[src/rtl/alu_arbiter.sv]
// alu_arbiter: two-requester front end for a single shared combinational ALU.
// A request is accepted in IDLE and its operands are registered. The ALU
// result is captured in EXEC. The response is held in RESP until the consumer
// takes it. That gives one operation every three cycles at most.
// Optional feature: define ALU_ARB_ROUND_ROBIN_EN so that simultaneous
// requests alternate between the two requesters. When the macro is undefined,
// requester 0 always wins a tie.
module alu_arbiter #(
  parameter int WIDTH = 32
) (
  input  logic             clk,
  input  logic             rst,
  input  logic             req0_valid,
  input  logic             req1_valid,
  output logic             req0_ready,
  output logic             req1_ready,
  input  logic [WIDTH-1:0] req0_a,
  input  logic [WIDTH-1:0] req0_b,
  input  logic [WIDTH-1:0] req1_a,
  input  logic [WIDTH-1:0] req1_b,
  input  logic [3:0]       req0_ctrl,
  input  logic [3:0]       req1_ctrl,
  output logic [WIDTH-1:0] alu_a1,
  output logic [WIDTH-1:0] alu_a2,
  output logic [3:0]       alu_ctrl,
  input  logic [WIDTH-1:0] alu_result,
  input  logic             alu_zero,
  output logic             rsp_valid,
  output logic             rsp_id,
  output logic [WIDTH-1:0] rsp_result,
  output logic             rsp_zero,
  output logic             rsp_err,
  input  logic             rsp_ready
);

  typedef enum logic [1:0] {
    IDLE = 2'd0,
    EXEC = 2'd1,
    RESP = 2'd2
  } state_t;

  state_t state;

  // Accepted operation (stage 0) and captured response (stage 1)
  logic [WIDTH-1:0] a_p0;
  logic [WIDTH-1:0] b_p0;
  logic [3:0]       ctrl_p0;
  logic             id_p0;
  logic [WIDTH-1:0] result_p1;
  logic             zero_p1;
  logic             err_p1;
  logic             vld_p1;

  logic grant0;
  logic grant1;
  logic open_window;
  logic accept;
  logic pick1;

  // Opcodes 1..7 are the ones the shared ALU implements.
  function automatic logic op_legal(input logic [3:0] op);
    return (op >= 4'd1) && (op <= 4'd7);
  endfunction

`ifdef ALU_ARB_ROUND_ROBIN_EN
  // Index of the requester accepted most recently. It resets to 1 so that
  // requester 0 wins the first tie.
  logic last_grant;

  // Round-robin winner: on a tie, pick the requester that was not granted last
  always_comb begin
    grant0 = 1'b0;
    grant1 = 1'b0;
    if (req0_valid && req1_valid) begin
      if (last_grant) begin
        grant0 = 1'b1;
      end else begin
        grant1 = 1'b1;
      end
    end else begin
      grant0 = req0_valid;
      grant1 = req1_valid;
    end
  end
`else
  // Fixed-priority winner: requester 0 always beats requester 1
  always_comb begin
    grant0 = req0_valid;
    grant1 = req1_valid && !req0_valid;
  end
`endif

  // Grants are only offered in IDLE, and never in a cycle where rst is high
  assign open_window = (state == IDLE) && !rst;
  assign req0_ready  = open_window && grant0;
  assign req1_ready  = open_window && grant1;
  assign accept      = (req0_valid && req0_ready) || (req1_valid && req1_ready);
  assign pick1       = req1_ready;

  // The ALU only ever sees registered operands, so it stays stable through EXEC
  assign alu_a1     = a_p0;
  assign alu_a2     = b_p0;
  assign alu_ctrl   = ctrl_p0;

  assign rsp_valid  = vld_p1;
  assign rsp_id     = id_p0;
  assign rsp_result = result_p1;
  assign rsp_zero   = zero_p1;
  assign rsp_err    = err_p1;

  // Sequencer: accept in IDLE, capture in EXEC, hold the response in RESP
  always_ff @(posedge clk) begin
    if (rst) begin
      state     <= IDLE;
      vld_p1    <= 1'b0;
      id_p0     <= 1'b0;
      a_p0      <= '0;
      b_p0      <= '0;
      ctrl_p0   <= 4'b0000;
      result_p1 <= '0;
      zero_p1   <= 1'b0;
      err_p1    <= 1'b0;
`ifdef ALU_ARB_ROUND_ROBIN_EN
      last_grant <= 1'b1;
`endif
    end else begin
      case (state)
        // Stage 0: register the winner's operation
        IDLE: begin
          if (accept) begin
            a_p0    <= pick1 ? req1_a : req0_a;
            b_p0    <= pick1 ? req1_b : req0_b;
            ctrl_p0 <= pick1 ? req1_ctrl : req0_ctrl;
            id_p0   <= pick1;
`ifdef ALU_ARB_ROUND_ROBIN_EN
            last_grant <= pick1;
`endif
            state   <= EXEC;
          end
        end
        // Stage 1: capture the ALU output, or force the error response
        EXEC: begin
          if (op_legal(ctrl_p0)) begin
            result_p1 <= alu_result;
            zero_p1   <= alu_zero;
            err_p1    <= 1'b0;
          end else begin
            result_p1 <= '0;
            zero_p1   <= 1'b1;
            err_p1    <= 1'b1;
          end
          vld_p1 <= 1'b1;
          state  <= RESP;
        end
        // Response handshake: hold everything stable until the consumer is ready
        RESP: begin
          if (rsp_ready) begin
            vld_p1 <= 1'b0;
            state  <= IDLE;
          end
        end
        default: begin
          vld_p1 <= 1'b0;
          state  <= IDLE;
        end
      endcase
    end
  end

endmodule
[config.mk]
export PLATFORM = sky130hd
export DESIGN_NAME = alu_arbiter
export DESIGN_NICKNAME = d
export VERILOG_FILES = /design/src/rtl/alu_arbiter.sv
export SDC_FILE = /design/constraint.sdc
export NUM_CORES = 1
export LEC_CHECK = 0
export ABC_AREA = 1
export CAP_MARGIN = 20
export CORE_MARGIN = 5
export CORE_UTILIZATION = 43
export CTS_CLUSTER_SIZE = 24
export DETAILED_ROUTE_END_ITERATION = 16
export GPL_ROUTABILITY_DRIVEN = 0
export PLACE_DENSITY_LB_ADDON = 0.3
export SLEW_MARGIN = 0
export SYNTH_ARGS = -nofsm -noshare
export SYNTH_HDL_FRONTEND = slang
export SYNTH_SLANG_ARGS = --single-unit
[constraint.sdc]
create_clock -name clk -period 3.5 [get_ports clk]
set_input_delay 0.35 -clock clk [delete_from_list [all_inputs] [get_ports clk]]
set_output_delay 0.35 -clock clk [all_outputs]
set_load 0.05 [all_outputs]
### Yosys cells after proc, flatten, opt, wreduce, memory -nomap -nowiden

Index checks and enable logic that the tools add are counted.

| word-level totals | value |
|---|---|
| logic and storage cells | 41 |
| bits of input ports | 174 |
| output and inout bits | 106 |
| bits in registers | 106 |

| operators by class | value |
|---|---|
| eq/ne operators | 4 |
| reduce and logical (&&, ||, !) cells | 14 |
| magnitude comparators | 2 |
| mux-type cells | 11 |
| bitwise logic cells | 1 |

Operator list:

| kind | count |
|---|---|
| 32-bit 2-to-1 mux | 3 |
| 1-bit logical AND | 7 |
| 2-bit one-hot mux with 3 select lines | 1 |
| 2-bit AND reduction | 3 |
| 4-bit by 1-bit greater-or-equal comparator with 1-bit output, second input constant | 1 |
| 4-bit by 3-bit less-or-equal comparator with 1-bit output, second input constant | 1 |
| 2-bit 2-to-1 mux | 2 |
| 4-bit 2-to-1 mux | 1 |
| 2-bit inequality test, second input constant | 2 |
| 1-bit 2-to-1 mux | 3 |
| 1-bit one-hot mux with 3 select lines | 1 |
| 2-bit by 1-bit == test with 1-bit output, second input constant | 1 |
| 2-bit == test, second input constant | 1 |
| 1-bit logical NOT | 2 |
| 2-bit logical NOT | 1 |
| 1-bit logical OR | 1 |
| 1-bit NOT | 1 |

### Depth between registers and ports, before layout

Gate-level depths: netlist of the first run.

| depth | value |
|---|---|
| depth after elaboration | 7 |
| mapped depth | 8 |

### Worst setup path before layout of the first run

OpenSTA, ideal clock, no wires.

| path | value |
|---|---|
| path kind | input -> output |
| from | input port rst |
| to | output port req0_ready |
| path slack | 1.894 ns |
| data required time | 3.150 ns |
| arrival | 1.256 ns |
| stages | 6 |
| path buffers | 3 |
| cell sequence | buf_2 inv_2 buf_2 buf_2 nand3_1 inv_2 |

| on the way | value |
|---|---|
| longest elaborated chain between the ends | 3 |

RTL lines:

| element | line | source |
|---|---|---|
| start, declared | 12 | `input logic rst,` |
| 1-bit logical NOT | 94 | `assign open_window = (state == IDLE) && !rst;` |
| 1-bit logical AND | 94 |  |
| 1-bit logical AND | 95 | `assign req0_ready = open_window && grant0;` |
| end, declared | 15 | `output logic req0_ready,` |

Every way passes these cells.

### Worst setup path after layout of the first run

| path | value |
|---|---|
| from | input port rst |
| to | output port req1_ready |

| on the way | value |
|---|---|
| longest elaborated chain between the ends | 3 |

RTL lines:

| element | line | source |
|---|---|---|
| 1-bit logical NOT | 94 |  |
| 1-bit logical AND | 94 |  |
| 1-bit logical AND | 96 | `assign req1_ready = open_window && grant1;` |
| end, declared | 16 | `output logic req1_ready,` |

Every way passes these cells.

==> results of run 1 <==
-- worst min-delay path, stage by stage (launching register included) --
cell and delay [ns]:
dfxtp_1 0.31, nand2_1 0.06, a21oi_1 0.05
-- kinds of logic (layout without fill, tap and decap cells) --
logic type / count (synthesis) / after routing / synth area share, %
buffers and inverters: 140 / 382 / 11.03
and+or+nand+nor: 552 / 552 / 44.34
DFF: 106 / 106 / 40.65
AOI/OAI and AO/OA: 40 / 40 / 3.979
-- registers in the layout (all words and copies together) (netlist names) --
name and cells:
rsp_valid 1, state 2, alu_a2 32, alu_ctrl 4
rsp_err 1, rsp_zero 1, alu_a1 32, rsp_id 1
rsp_result 32
-- layer usage --
layer,track usage (%),part of all wire (%),up-vias
li1,-,-,3079
met1,25.65,39,2645
met2,40.39,49,212
met3,7.484,9.2,31
met4,9.377,3.1,0
met5,0,0,-
-- power by group through the flow --
| stage | logic (mW) | clock network [mW] | registers [mW] |
|---|---|---|---|
| global route | 1.30 | 1.20 | 1.37 |
| global placement | 1.20 | 0 | 1.38 |
| detailed placement | 1.21 | 0 | 1.38 |
| floorplan | 0.400 | 0 | 1.71 |
| finish | 1.21 | 1.13 | 1.35 |
| CTS | 1.21 | 1.15 | 1.35 |
-- layout by cell type (no fill, tap or decap) --
cell type,n
o21ai_1,2
inv_2,6
o21ai_0,2
o211ai_4,1
a21oi_1,35
dfxtp_1,106
clkbuf_8,2
clkinv_4,1
buf_12,3
clkinvlp_4,1
inv_4,1
buf_4,10
clkbuf_16,9
nor2_1,138
nand2_1,306
bufinv_16,2
nand3_1,34
nor2_2,1
nor2_4,3
inv_6,1
nand4_1,68
clkdlybuf4s50_1,277
nand3b_1,1
inv_1,69
nand3_2,1
-- worst paths after layout --
path | startpoint | to | slack [ns]
setup / recovery | rst | req1_ready | 0.97
hold reg to reg | rsp_result[10] | rsp_result[10] | 0.46
setup reg to reg | state[0] | rsp_result[20] | 1.51
hold / removal | rsp_result[10] | rsp_result[10] | 0.46
-- final cells by class --
type | count | area share (%)
timing repair buffer | 290 | 34.72
multi-input combinational | 592 | 30.28
sequential | 106 | 25.34
inverter | 76 | 3.436
clock buffer | 11 | 3.018
tap | 147 | 2.196
clock inverter | 5 | 1.016
==> results.md, run 1 <==
- Status: finished, final reports clean
- Critical path's top delay family: buffers and inverters
- Die area: about 14000 µm²
- WL/cell: approximately 14 µm
- Max Fclk: about 0.40 GHz
- Internal power: 2.441 mW
- Die height: approximately 120 µm
- Worst skew pair latency: roughly 0.34 ns
- Clock sink total: ~110
- CTS buffer count: 9
- Setup TNS: 0 ns
- R2R cell count: 6
- Final worst setup slack: 0.9739 ns
- Worst hold path class: reg2reg
- Tcrit/Tclk final: 72.17%
- Clock period minus final worst setup slack: ~2.5 ns
- Mapped Avg Cell Area: 6.229 µm²
- Critical Path Stages: 7
- Ys flop type: dfxtp_1
- Hold_buf cts: 0
- Share of post-route cells with drive strength above 1: approximately 3.9%
- Placeable core region: 11960 µm²
- Psw: between 1 and 1.5 mW
- Synth area leaders: dfxtp_1 (41%), nand2_1 (22%), nor2_1 (9.9%), nand4_1 (8.1%), inv_1 (5.0%)
- Clk buf depth: 2
- Buffer and inverter count on the worst path: 6
- N_diodes: 0
- Initial core utilization: 43.64%
- Most common cell in the synthesized netlist: nand2_1
- # resized after CTS: 0
- Startpoint types: input port
- Num ports: between 200 and 300
- Global-route wire length before repair: roughly 27000 µm
- Worst path slowest cell: buf_4
- Area Growth Syn to Fin: 60.45%
- Slew Limit Headroom: 51.94%
- Crit. End Element: output pin
- Postcts setup bufs: 0
- Antenna violations before repair: 0
- Worst EP arrival: ~2.2 ns
- Largest net degree at the start of global routing: 74
- Clock transition at path regs: approximately 0.07 ns
- Die span in x: 120.2 µm
- Synthesized area: about 5200 µm²
- Multi-input logic area: 2536 µm²
- Crit Path Class: in2out
- Layout fillers: roughly 1.1k
- IO buf count: ~280
- Dpl hpwl: between 10000 and 15000 µm
- Fin Clk Skew: 0.007037 ns
- Post-Layout Cell Count: about 1.2k
- CTS tree: built
- Post-Place Worst Slack: between 0.7 and 0.8 ns
- Total congestion overflow: 0
- Iteration-0 DRC Markers: 432
- Register area share after synthesis: 40.65%
- Detailed-route wire length: ~17000 µm
- Net count after synthesis: 1012
- Mapped Cells: 838
- Row cnt: 40
- Worst vdd ir: approximately 0.00021 V
- Comb pwr share: between 30% and 40%
- Seq pwr share: between 30 and 40%
- H-tree levels: 3
- Critical path's largest stage delay: about 0.56 ns
- Yosys cell types: 19
- ANT nets after route: 0
- Via density per instance: ~5
- Power, Total: 3.693 mW
- Vias in the first global route: 5416
- Leak: between 3 and 4 nW
- Net Sw Frac: 33.92%
- Asr flop ratio synth: 0%
- Clock share of power: 30.6%
- Most instantiated cells after synthesis: nand2_1 (306), nor2_1 (138), dfxtp_1 (106)
- Vias: just under 6k
- Final nets: approximately 1.2k
- MaxCap Viol Count: 0
- Most used cell, CP: buf_4
- DRT Pass-1 Iters: 5
- Residual DRC count: 0
- Fin area: between 8000 and 9000 µm²
- Final hold slack: about 0.46 ns
- Slew @ Worst Pin: a little over 0.7 ns
- Worst Path Max Fanout: between 60 and 70
- Power per standard cell area: between 400 and 500 nW/µm²
- CP Cell Sequence: clkdlybuf4s50_1 > inv_4 > buf_4 > nand3_2 > buf_4 > inv_2 > buf_12
- Top cell type by total area after synthesis: dfxtp_1
- RSZ-0062 raised after global routing: false
- Synth top area share: between 40 and 50%
- Syn. warnings: 0
- Final setup fails: 0
- Total GRT Usage: between 20% and 30%
- Placed Area: 8018 µm²
- Fin util: around 70%
- Root buffer cell: clkbuf_16
- Storage element area: approximately 2100 µm²
- Final Hold Fails: 0
- Final Max Slew Viols: 0
- Hold Path Stages: 2
- Yosys reg bits: ~110
- Required time of the worst setup path: ~3.2 ns
- Number of synthesized flops with an enable pin: 0
- Number of instances in the placed design: 1210
(Power assumes the default switching activity.)
==> run 2: changes to the inputs <==
CORE_UTILIZATION = 40   (was 43)
clock period = 2.41 ns   (was 3.5 ns; I/O delays follow)
==> run 2 against run 1 <==
Clock power increased by 39%. Power increased by 44%. Clock skew increased by 0.0018 ns. Critical endpoint is now req0_ready. Largest power group unchanged. First-iteration DRC count decreased by 0.23%. Non-clock buffer count increased by 5. Largest cell class unchanged. Final area increased by 1.2%. Register-to-register slack got worse by 0.81 ns. Critical path type is now reg2out.
==> results.md, run 2 (synthesis gave the netlist of run 1 again) <==
- Global Route met3 Usage: 6.475% (-1.0 points)
- MaxCap Viol Count: 0 (unchanged)
- Vias: 5907 (-1.0%)
- Final setup fails: 0 (unchanged)
- Largest net degree at the start of global routing: 123 (+66%)
- WL/cell: 13.90 µm (-2.4%)
- Final Hold Fails: 0 (unchanged)
- Postcts setup bufs: 0 (unchanged)
- Total GRT Usage: 21.79% (-1.2 points)
- H-tree levels: 3 (unchanged)
- RSZ-0062 raised after global routing: false
- CTS tree: built
- Worst EP arrival: 1.99 ns (-0.19 ns)
- Final hold slack: 0.4660 ns (+0.002863 ns)
- Via density per instance: 4.703 (-3.3%)
- Internal power: 3.502 mW (+43%)
- Required time of the worst setup path: 2.17 ns (-0.98 ns)
- Clock sink total: 106 (unchanged)
- Clock transition at path regs: 0.07 ns (about the same)
- IO buf count: 279 (unchanged)
- Fin Clk Skew: 0.008829 ns (+0.001792 ns)
- Dpl hpwl: 12720 µm (+2.0%)
- Seq pwr share: 37.0% (+0.4 points)
- Comb pwr share: 33.5% (+0.7 points)
- Max Fclk: between 0.4 and 0.5 GHz
- Global-route wire length before repair: 27820 µm (+2.8%)
- Commonest non-fill, non-tap cell in the layout: nand2_1
- Iteration-0 DRC Markers: 431 (-0.23%)
- Die height: 124.2 µm (+3.4%)
- Most frequent cells in the layout: nand2_1 (306), clkdlybuf4s50_1 (277), nor2_1 (138)
- Final nets: 1254 (+0.40%)
- Die span in x: 124.2 µm (+3.4%)
- Share of post-route cells with drive strength above 1: 4.244% (+0.35 points)
- Area Growth Syn to Fin: 62.32%
- Num ports: 280 (unchanged)
- DRT Pass-1 Iters: 4 (-1)
- Hold_buf cts: 0 (unchanged)
- Antenna violations before repair: 0 (unchanged)
- N_diodes: 0 (unchanged)
- Total congestion overflow: 0 (unchanged)
- Net Sw Frac: 34.13% (+0.21 points)
- Leak: 3.761 nW (+1.0%)
- Setup TNS: 0 ns (unchanged)
- Crit Path Class: reg2out
- Crit. End Element: output pin
- Die area: 15430 µm² (+6.9%)
- Worst hold path class: reg2reg
- Detailed-route wire length: 17460 µm (about the same)
- Global Route met2 Usage: 38.23% (-2.2 points)
- Clock period minus final worst setup slack: 2.234 ns
- Residual DRC count: 0 (unchanged)
- ANT nets after route: 0 (unchanged)
- Slew Limit Headroom: 50.03% (-1.9 points)
- Fin util: 66.60% (-3.4 points)
- GR peak layer: met2
- Tcrit/Tclk final: 92.69%
- Row cnt: 41 (+2.5%)
- Worst skew pair latency: 0.35 ns (about the same)
- Status: finished, final reports clean
- Root buffer cell: clkbuf_16
- Initial core utilization: 41.03% (-2.6 points)
- Worst vdd ir: 0.0003773 V (+80%)
- Slew @ Worst Pin: 0.7495 ns (+0.02862 ns)
- Worst Path Max Fanout: 69 (unchanged)
- CTS buffer count: 9 (unchanged)
- Power per standard cell area: 627.5 nW/µm² (+42%)
- Clock share of power: 29.5% (-1.1 points)
- Vias in the first global route: 5453 (+0.68%)
- Met1 Track Usage GR: 25.09% (-0.56 points)
- Final Max Slew Viols: 0 (unchanged)
- Psw: 1.815 mW (+45%)
- Placeable core region: 12720 µm² (+6.4%)
- Startpoint types: flop
- Clk buf depth: 2 (unchanged)
- # resized after CTS: 0 (unchanged)
## run 2: area by class of cell
type	count	area, µm²
multi-input combinational	592	2536
clock buffer	9	225.2
timing repair buffer	295	2995
sequential	106	2122
clock inverter	6	91.34
fill	1171	4249
inverter	76	287.8
tap	172	215.2
## run 2: layer usage
metal  up-vias  wire, µm
met5         -         0
met4         0       416
met3        27      1251
met2       192      8684
met1      2598      7103
li1       3090         -
## run 2: through the flow
stage	power [mW]	cell area, µm²	setup WS, ns	std cells
2_1_floorplan	3.069	5220	0.9478	838
3_3_place_gp	3.779	8157	0.3784	1241
3_5_place_dp	3.795	8157	0.3352	1241
4_1_cts	5.388	8473	0.1714	1256
5_1_grt	5.590	8473	0.01854	1256
6_report	5.317	8473	0.1762	1256
## run 2: power by group through the flow
| stage | registers (mW) | clock network (mW) | logic, mW |
|---|---|---|---|
| after detailed placement | 2.01 | 0 | 1.79 |
| after global routing | 1.98 | 1.69 | 1.92 |
| final | 1.97 | 1.57 | 1.78 |
| after CTS | 1.97 | 1.63 | 1.80 |
| after global placement | 2.00 | 0 | 1.78 |
| after floorplan | 2.49 | 0 | 0.580 |
## run 2: path summary, 6_finish.rpt
path / from / end / slack [ns] / depth (start not counted)
min: rsp_result[0] / rsp_result[0] / 0.47 / 2
max reg2reg: state[1] / alu_a2[11] / 0.70 / 6
max: state[1] / req0_ready / 0.18 / 5
min reg2reg: rsp_result[0] / rsp_result[0] / 0.47 / 2
## run 2: worst max-delay path: stages (launching register included)
cell	delay, ns
dfxtp_1	0.36
nor2_4	0.18
buf_4	0.62
nand3_1	0.18
inv_2	0.13
buf_12	0.14
